===== config.mk =====
export PLATFORM = sky130hd
export DESIGN_NAME = mem_arbiter
export DESIGN_NICKNAME = d
export VERILOG_FILES = /design/src/rtl/mem_arbiter.sv
export SDC_FILE = /design/constraint.sdc
export NUM_CORES = 1
export LEC_CHECK = 0
export CAP_MARGIN = 20
export CORE_AREA = 10 10 332 334
export DETAILED_ROUTE_END_ITERATION = 16
export DIE_AREA = 0 0 342 344
export PLACE_DENSITY = 0.5
export REMOVE_ABC_BUFFERS = 1
export SYNTH_ARGS = -nofsm -noshare
export SYNTH_HDL_FRONTEND = slang
export SYNTH_SLANG_ARGS = --single-unit

===== constraint.sdc =====
create_clock -name clk -period 6.05 [get_ports clk]
set_input_delay 1.5125 -clock clk [delete_from_list [all_inputs] [get_ports clk]]
set_output_delay 1.5125 -clock clk [all_outputs]
set_load 0.005 [all_outputs]

===== src/rtl/mem_arbiter.sv =====
// Arbitrates I/D L1 misses onto one external memory port; grant lands one cycle after cs is sampled.
// No backpressure: a busy owner waits indefinitely for mem_ack, with one RESP cycle before re-arbitration.
module mem_arbiter #(
  parameter int ADDR_W = 32,
  parameter int LINE_W = 128
) (
  input  logic              clk,
  input  logic              rst,
  input  logic              i_cs,
  input  logic              i_we,
  input  logic [ADDR_W-1:0] i_addr,
  input  logic [LINE_W-1:0] i_wdata,
  output logic [LINE_W-1:0] i_rdata,
  output logic              i_ack,
  input  logic              d_cs,
  input  logic              d_we,
  input  logic [ADDR_W-1:0] d_addr,
  input  logic [LINE_W-1:0] d_wdata,
  output logic [LINE_W-1:0] d_rdata,
  output logic              d_ack,
  output logic              mem_cs,
  output logic              mem_we,
  output logic [ADDR_W-1:0] mem_addr,
  output logic [LINE_W-1:0] mem_wdata,
  input  logic [LINE_W-1:0] mem_rdata,
  input  logic              mem_ack
);

  typedef enum logic [1:0] {IDLE, BUSY_I, BUSY_D, RESP} state_t;
  localparam logic GNT_I = 1'b0;
  localparam logic GNT_D = 1'b1;

  state_t            state_q, state_d;
  logic              last_grant_q, last_grant_d;
  logic              mem_cs_q, mem_cs_d;
  logic              mem_we_q, mem_we_d;
  logic [ADDR_W-1:0] mem_addr_q, mem_addr_d;
  logic [LINE_W-1:0] mem_wdata_q, mem_wdata_d;
  logic [LINE_W-1:0] i_rdata_q, i_rdata_d;
  logic [LINE_W-1:0] d_rdata_q, d_rdata_d;
  logic              pick_d;

  always_ff @(posedge clk or negedge rst) begin
    if (!rst) begin
      state_q      <= IDLE;
      last_grant_q <= GNT_I;
      mem_cs_q     <= 1'b0;
      mem_we_q     <= 1'b0;
      mem_addr_q   <= '0;
      mem_wdata_q  <= '0;
      i_rdata_q    <= '0;
      d_rdata_q    <= '0;
    end else begin
      state_q      <= state_d;
      last_grant_q <= last_grant_d;
      mem_cs_q     <= mem_cs_d;
      mem_we_q     <= mem_we_d;
      mem_addr_q   <= mem_addr_d;
      mem_wdata_q  <= mem_wdata_d;
      i_rdata_q    <= i_rdata_d;
      d_rdata_q    <= d_rdata_d;
    end
  end

  always_comb begin
    state_d      = state_q;
    last_grant_d = last_grant_q;
    mem_cs_d     = mem_cs_q;
    mem_we_d     = mem_we_q;
    mem_addr_d   = mem_addr_q;
    mem_wdata_d  = mem_wdata_q;
    i_rdata_d    = i_rdata_q;
    d_rdata_d    = d_rdata_q;
    // On a tie D wins unless it was the previous winner.
    pick_d       = d_cs && (!i_cs || (last_grant_q == GNT_I));

    case (state_q)
      IDLE: begin
        if (i_cs || d_cs) begin
          state_d      = pick_d ? BUSY_D : BUSY_I;
          last_grant_d = pick_d ? GNT_D : GNT_I;
          mem_cs_d     = 1'b1;
          mem_we_d     = pick_d ? d_we : i_we;
          mem_addr_d   = pick_d ? d_addr : i_addr;
          mem_wdata_d  = pick_d ? d_wdata : i_wdata;
        end
      end
      BUSY_I, BUSY_D: begin
        if (mem_ack) begin
          state_d  = RESP;
          mem_cs_d = 1'b0;
          mem_we_d = 1'b0;
          if (!mem_we_q) begin
            if (state_q == BUSY_D) d_rdata_d = mem_rdata;
            else                   i_rdata_d = mem_rdata;
          end
        end
      end
      RESP:    state_d = IDLE;
      default: state_d = IDLE;
    endcase
  end

  // last_grant still names the owner while in RESP.
  assign i_ack     = (state_q == RESP) && (last_grant_q == GNT_I);
  assign d_ack     = (state_q == RESP) && (last_grant_q == GNT_D);
  assign mem_cs    = mem_cs_q;
  assign mem_we    = mem_we_q;
  assign mem_addr  = mem_addr_q;
  assign mem_wdata = mem_wdata_q;
  assign i_rdata   = i_rdata_q;
  assign d_rdata   = d_rdata_q;

endmodule

After elaboration in Yosys (flattened, before gate mapping):

Index checks and enable logic that the tools add are counted.

* add/sub/neg operators: 0
* multipliers: 0
* div/mod/pow operators: 0
* order comparisons: 0
* equal/unequal tests: 5
* shift operators: 0
* multiplexer cells: 13
* bitwise operators: 3
* reduce and logical (&&, ||, !) cells: 14

Operator list (count)
* $mux 128: 1
* $mux 32: 1
* $reduce_and 4->1: 2
* $mux 2: 3
* $pmux 2 s3: 1
* $mux 1: 5
* $eq 2x2->1 const B: 2
* $ne 2x2->1 const B: 2
* $pmux 1 s2: 2
* $reduce_and 2->1: 2
* $logic_and 1x1->1: 3
* $not 1->1: 3
* $reduce_and 3->1: 1
* $eq 2x1->1 const B: 1
* $logic_not 2->1: 1
* $logic_or 1x1->1: 2
* $reduce_bool 2->1: 1
* $reduce_or 2->1: 1
* $logic_not 1->1: 1

* flip-flop bits (word level): 421
* latch bits: 0
* RAM bits: 0
* memory bits (read-only): 0
* input bits: 455
* output and inout bits: 420
* logic and storage cells: 43
* memories kept: 0

Longest topological paths before layout:

* depth after elaboration: 6
* gate-level depth with buffers: 8
* mapped depth without buffers: 5

Worst setup path after synthesis:

OpenSTA, ideal clock, no wires.

* path type: input -> register
* start: in mem_ack
* end: reg i_rdata_q[107] (netlist: i_rdata[107])
* arrival: 2.391 ns
* required time: 5.925 ns
* slack: 3.534 ns
* cell stages on the path: 4
* buffers on the path: 2
* cells stage by stage: nor4b_4 > buf_4 > buf_12 > mux2_2

* word-level cells in the longest chain between the ends: 1

RTL lines
* start: declaration: line 26 `input logic mem_ack`
* $reduce_and 4->1 (no source line)
* end signal: assignment: line 60 `i_rdata_q <= i_rdata_d;`
* end: declaration: line 39 `logic [LINE_W-1:0] i_rdata_q, i_rdata_d;`

No other way between the ends.
A chain may end at the register's enable or synchronous reset.

Worst setup path after layout:

* start: in d_cs
* end: reg mem_addr_q[24] (netlist: mem_addr[24])

* word-level cells in the longest chain between the ends: 2
* elaborated cells between the ends (all ways): 4
* classes of those cells: 1 x mux; 3 x reduce/logical

RTL lines
* start: declaration: line 15 `input logic d_cs,`
* $logic_and 1x1->1 / $logic_or 1x1->1 (equally long branches): line 75, 79
* $mux 32 / $reduce_and 2->1 (equally long branches)
* end signal: assignment: line 58 `mem_addr_q <= mem_addr_d;`
* end: declaration: line 37 `logic [ADDR_W-1:0] mem_addr_q, mem_addr_d;`

Several ways; a longest one is shown, not always the timed one.

==> flow_summary.yaml <==
detailed_routing:
  drt_iter0_drc: 521
  wirelength_um: 91700
  viasPerCell: 3.83
  remaining_drc_errors: 0
  postRouteAntennaNets: 0
  wl_per_cell_um: 25.6
  drt_first_pass_iters: 4
  dr_total_vias: 13800
worst_setup_path:
  criticalPathCategory: "primary input to flop"
  end_kind: "flop"
  crit_arrival_ns: 3.93
  worstPathRequired_ns: 6.53
  crit_fanout: 19
  critPathLaunchType: "primary input"
pwr:
  ir_drop_mv: 0.239
  p_leak_nw: 12.1
  power.density_mw_per_mm2: 518
sta:
  period_share: 0.570
  setup_viol: 0
  maxSlewViolCount: 0
  final.setup_skew_ns: 0.0156
  hold_violations: 0
  rsz0062_at_grt: "no"
  fmax_mhz: 290
  fin_crit_ns: 3.45
  relSlewSlack: 0.431
  holdWs_ns: 0.473
  tightest_slew_ns: 0.854
yosys:
  synth_edf_count: 0
  ys_seq_area_frac: 0.612
  synthDistinctLibCells: 26
  synthCells: 1268
  yosysMostFrequentCell: "dfrtp_1"
  yosys_most_used_dff: "dfrtp_1"
  yosysTopAreaCell: "dfrtp_1"
  netlist.area_leader.share: 0.612
  async_reset_ff_frac: 1.00
  synthTopCellsByCount: "dfrtp_1 (421), mux2_2 (257), mux2i_1 (163)"
  synth-seq-cells: 421
  syn_area_mm2: 0.0172
  postSynthAreaPerCell_um2: 13.6
  synthTopCellsByArea: "dfrtp_1 (61%), mux2_2 (17%), mux2i_1 (9.5%)"
  yosys_warnings: 0
floorplan:
  die-height_um: 344
  num_io_pins: 875
  die_area_mm2: 0.118
  die_w_um: 342
  start_util: 0.167
  rows: 118
  placeableCoreArea_mm2: 0.103
run_status:
  status: "finished clean"
grt:
  overflow: 0
  grt_pass1_wl_um: 123000
  grt_max_degree: 127
  grt_util_all_layers: 0.148
  antenna_found_initial: 55
  grt_pass1_vias: 15000
placed_design:
  gp_congestion: 0.872
  hpwlAfterDp_um: 78200
  numPortBuffers: 874
clock_tree:
  clk_pin_slew_ns: 0.06
  cts_hold_buf: 0
  cts_tree: "done"
  postCtsSetupBuffers: 0
  htreeDepth: 2
  clock_path_buffers: 3
  cts_made_buffers: 50
  cts_num_sinks: 421
  clk_latency_ns: 0.62
  cts_resized: 0
  cts-root-buf: "clkbuf_16"
job:
  maxCapViolCount: 0
layout:
  drive_above_1_share: 0.176
  final_nets: 2614
  areaGrowthSynthToFinish_pct: 70.8
  final_core_util: 0.285
min_path:
  min_path_type: "flop to flop"
registers in the layout, indices dropped and copies added (netlist names):
name and flops:
mem_we 1, i_rdata 128, last_grant_q 1, mem_wdata 128, d_rdata 128, mem_addr 32
mem_cs 1, state_q 2
stage by stage:
step	setup TNS, ns	setup WS, ns	area, µm²	std cells	power, mW
3_3_place_gp	0	1.82	27600	3481	12.1
3_5_place_dp	0	1.90	27600	3483	12.3
4_1_cts	0	2.57	29300	3576	15.5
6_report	0	2.60	29400	3587	15.2
5_1_grt	0	2.50	29400	3586	16.1
2_1_floorplan	-1239.65	-7.50	16700	1187	7.76
path summary, 6_finish.rpt:
path,start,to,slack [ns],depth (start not counted)
max in group asynchronous,rst,d_rdata[104],3.84,2
hold reg to reg,mem_wdata[76],mem_wdata[76],0.47,2
setup / recovery,d_cs,mem_addr[24],2.60,5
hold / removal,mem_wdata[76],mem_wdata[76],0.47,2
min in group asynchronous,rst,mem_wdata[113],0.97,1
setup reg to reg,state_q[1],i_rdata[73],3.36,7
layout make-up:
type                    instances  area, µm²
clock buffers                  72       1460
flip-flops and latches        421      10500
diodes                         11       27.5
well taps                    1380       1730
fillers                     10600      73800
repair buffers                916       9200
clock inverters                21        282
multi-input cells             762       6130
inverters                       4       15.0
cells in the final DEF (no fill, tap or decap), types with 4 or more instances in the layout:
master and instances:
buf_12 10, buf_4 31, bufinv_16 5, clkbuf_1 9, clkbuf_16 50, clkbuf_8 13
clkdlybuf4s50_1 873, clkinv_2 10, dfrtp_1 421, diode_2 11, ha_1 4, inv_1 4
mux2_2 257, mux2i_1 163, nand2_1 160, o21ai_0 148, o21ai_1 13
worst max-delay path: stages:
cell	delay (ns)
clkdlybuf4s50_1	0.60
a21boi_4	0.73
buf_4	0.51
mux2i_1	0.41
o21ai_0	0.12
cells by family (layout without fill, tap and decap cells):
| group | after synthesis | after routing | share of synthesized area |
|---|---|---|---|
| AO/OA/AOI/OAI | 169 | 169 | 0.0501 |
| adder cells (fa/ha/maj) | 4 | 4 | 0.00291 |
| buffers and inverters | 85 | 1013 | 0.0327 |
| flip-flops | 421 | 421 | 0.612 |
| multiplexers | 420 | 420 | 0.263 |
| other | 0 | 11 | 0 |
| AND/OR/NAND/NOR | 169 | 169 | 0.0389 |
metal layers:
metal | part of all wire | global-route usage
met5 | 0.0031 | 0
met4 | 0.051 | 0.0748
met3 | 0.10 | 0.0684
met2 | 0.47 | 0.243
met1 | 0.37 | 0.160
where the power goes:
| group | switching [mW] | internal, mW | leakage, nW |
|---|---|---|---|
| Sequential | 0.914 | 4.25 | 5.08 |
| Clock | 1.28 | 1.90 | 0.856 |
| Combinational | 2.80 | 4.07 | 6.17 |
| Total | 4.99 | 10.2 | 12.1 |
No activity file was read; power rests on OpenSTA's default activity.
==> edit: new RTL, same flow settings <==
Re-encode `state_t` (4 states) as one-hot, 4 bits wide.
--- a/src/rtl/mem_arbiter.sv
+++ b/src/rtl/mem_arbiter.sv
@@ -27,5 +27,5 @@
 );
 
-  typedef enum logic [1:0] {IDLE, BUSY_I, BUSY_D, RESP} state_t;
+  typedef enum logic [3:0] {IDLE = 4'b0001, BUSY_I = 4'b0010, BUSY_D = 4'b0100, RESP = 4'b1000} state_t;
   localparam logic GNT_I = 1'b0;
   localparam logic GNT_D = 1'b1;
Formal check against the unedited RTL: same outputs for any inputs over 4 cycles, from zero or initial values and one cycle with rst low; so few cycles prove little.
==> edit against the unedited design <==
Largest cell class unchanged; synthesized cell count up 0.32%; total power down 6.1%; first-iteration DRC count up 11%; final cell count down 0.75%; sequential cell count up 2; register-to-register slack better by 0.18 ns; critical path type is now reg2out; fmax down 10%; worst setup slack worse by 0.40 ns; cell area down 0.80%; wire length down 3.8%; critical path depth down 2; sequential share of layout area up 0.47 points; combinational power down 10%; synthesized area about the same.
==> edit: results (changes against the unedited design) <==
| Metric | Value |
|---|---|
| Routed len/inst | 24.8 um (-3.1%) |
| Hold Path End | mem_addr[22] |
| Largest net degree at the start of global routing | 133 (+4.7%) |
| Count of cell types in the netlist | 30 (+15%) |
| Placed cell area | 27,500 um^2 (-0.49%) |
| Met2 Resource Use GR | 0.241 (-0.00117) |
| Placement Setup Slack | 1.89 ns (-0.0181 ns) |
| Cells after Synth | 1,272 (+0.32%) |
| CP Data Arrival Time | 2.34 ns (-1.59 ns) |
| Worst Clk Skew | 0.0339 ns (+0.0183 ns) |
| P_seq | 5.04 mW (-3%) |
| Initial antenna violation count | 28 (-49%) |
| Vias | 13,600 (-0.84%) |
| Vias per inst | 3.83 (about the same) |
| Wl on met1 | 34,100 um (-0.57%) |
| Met1 Resource Use GR | 0.161 (+0.000907) |
| CTS buffer count | 51 (+2.0%) |
| Status | complete, no violations |
| Largest stage delay on the critical path | 0.61 ns (-0.12 ns) |
| Slew @ Worst Pin | 0.852 ns (-0.00167 ns) |
| Top Family by Delay on Critical Path | simple AND/OR/NAND/NOR gates |
| Register area share after synthesis | 0.615 (+0.00245) |
| Hold WS | 0.476 ns (+0.00327 ns) |
| Reg-to-reg endpoint | mem_wdata[71] |
| Ratio of cells with drive above 1 in the final layout | 0.168 (-0.00834) |
| GRT Overall Usage | 0.143 (-0.00524) |
| Pwr Total | 14.3 mW (-6.1%) |
| Clock share of power | 0.215 (+0.006) |
| Synth area leaders | dfrtp_1, mux2_2, mux2i_1 |
| Pre-Repair DR Iteration Count | 5 (+1) |
| Vias in the first global route | 15,100 (+0.61%) |
| Cells after DPL | 3,467 (-0.46%) |
| Top post-synthesis cells by count | dfrtp_1, mux2_2, nand2_1 |
| Register bit count reported by yosys | 423 (+0.48%) |
## edit: how the worst max path moves through the flow
stage | start | slack (ns) | to
finish | state_q[1] | 2.20 | i_ack
detailed placement | d_cs | 1.89 | mem_wdata[76]
floorplan | d_cs | -13.63 | state_q[2]
global placement | d_cs | 1.96 | mem_wdata[122]
CTS | state_q[1] | 2.10 | i_ack
global route | state_q[1] | 2.08 | i_ack
## edit: cells by family after synthesis
family                    Yosys count  share of synthesized area
and+or+nand+nor                   180                     0.0424
AOI/OAI and AO/OA                 168                     0.0498
DFF                               423                      0.615
muxes                             418                      0.262
buffers and inverters              82                     0.0307
xor gates and xnor gates            1                   0.000509
## edit: layout make-up
class | instances | area [um^2]
fillers | 10600 | 74100
flip-flops and latches | 423 | 10600
diodes | 6 | 15.0
well taps | 1380 | 1730
multi-input cells | 767 | 6140
repair buffers | 897 | 9010
clock inverters | 19 | 226
clock buffers | 68 | 1430
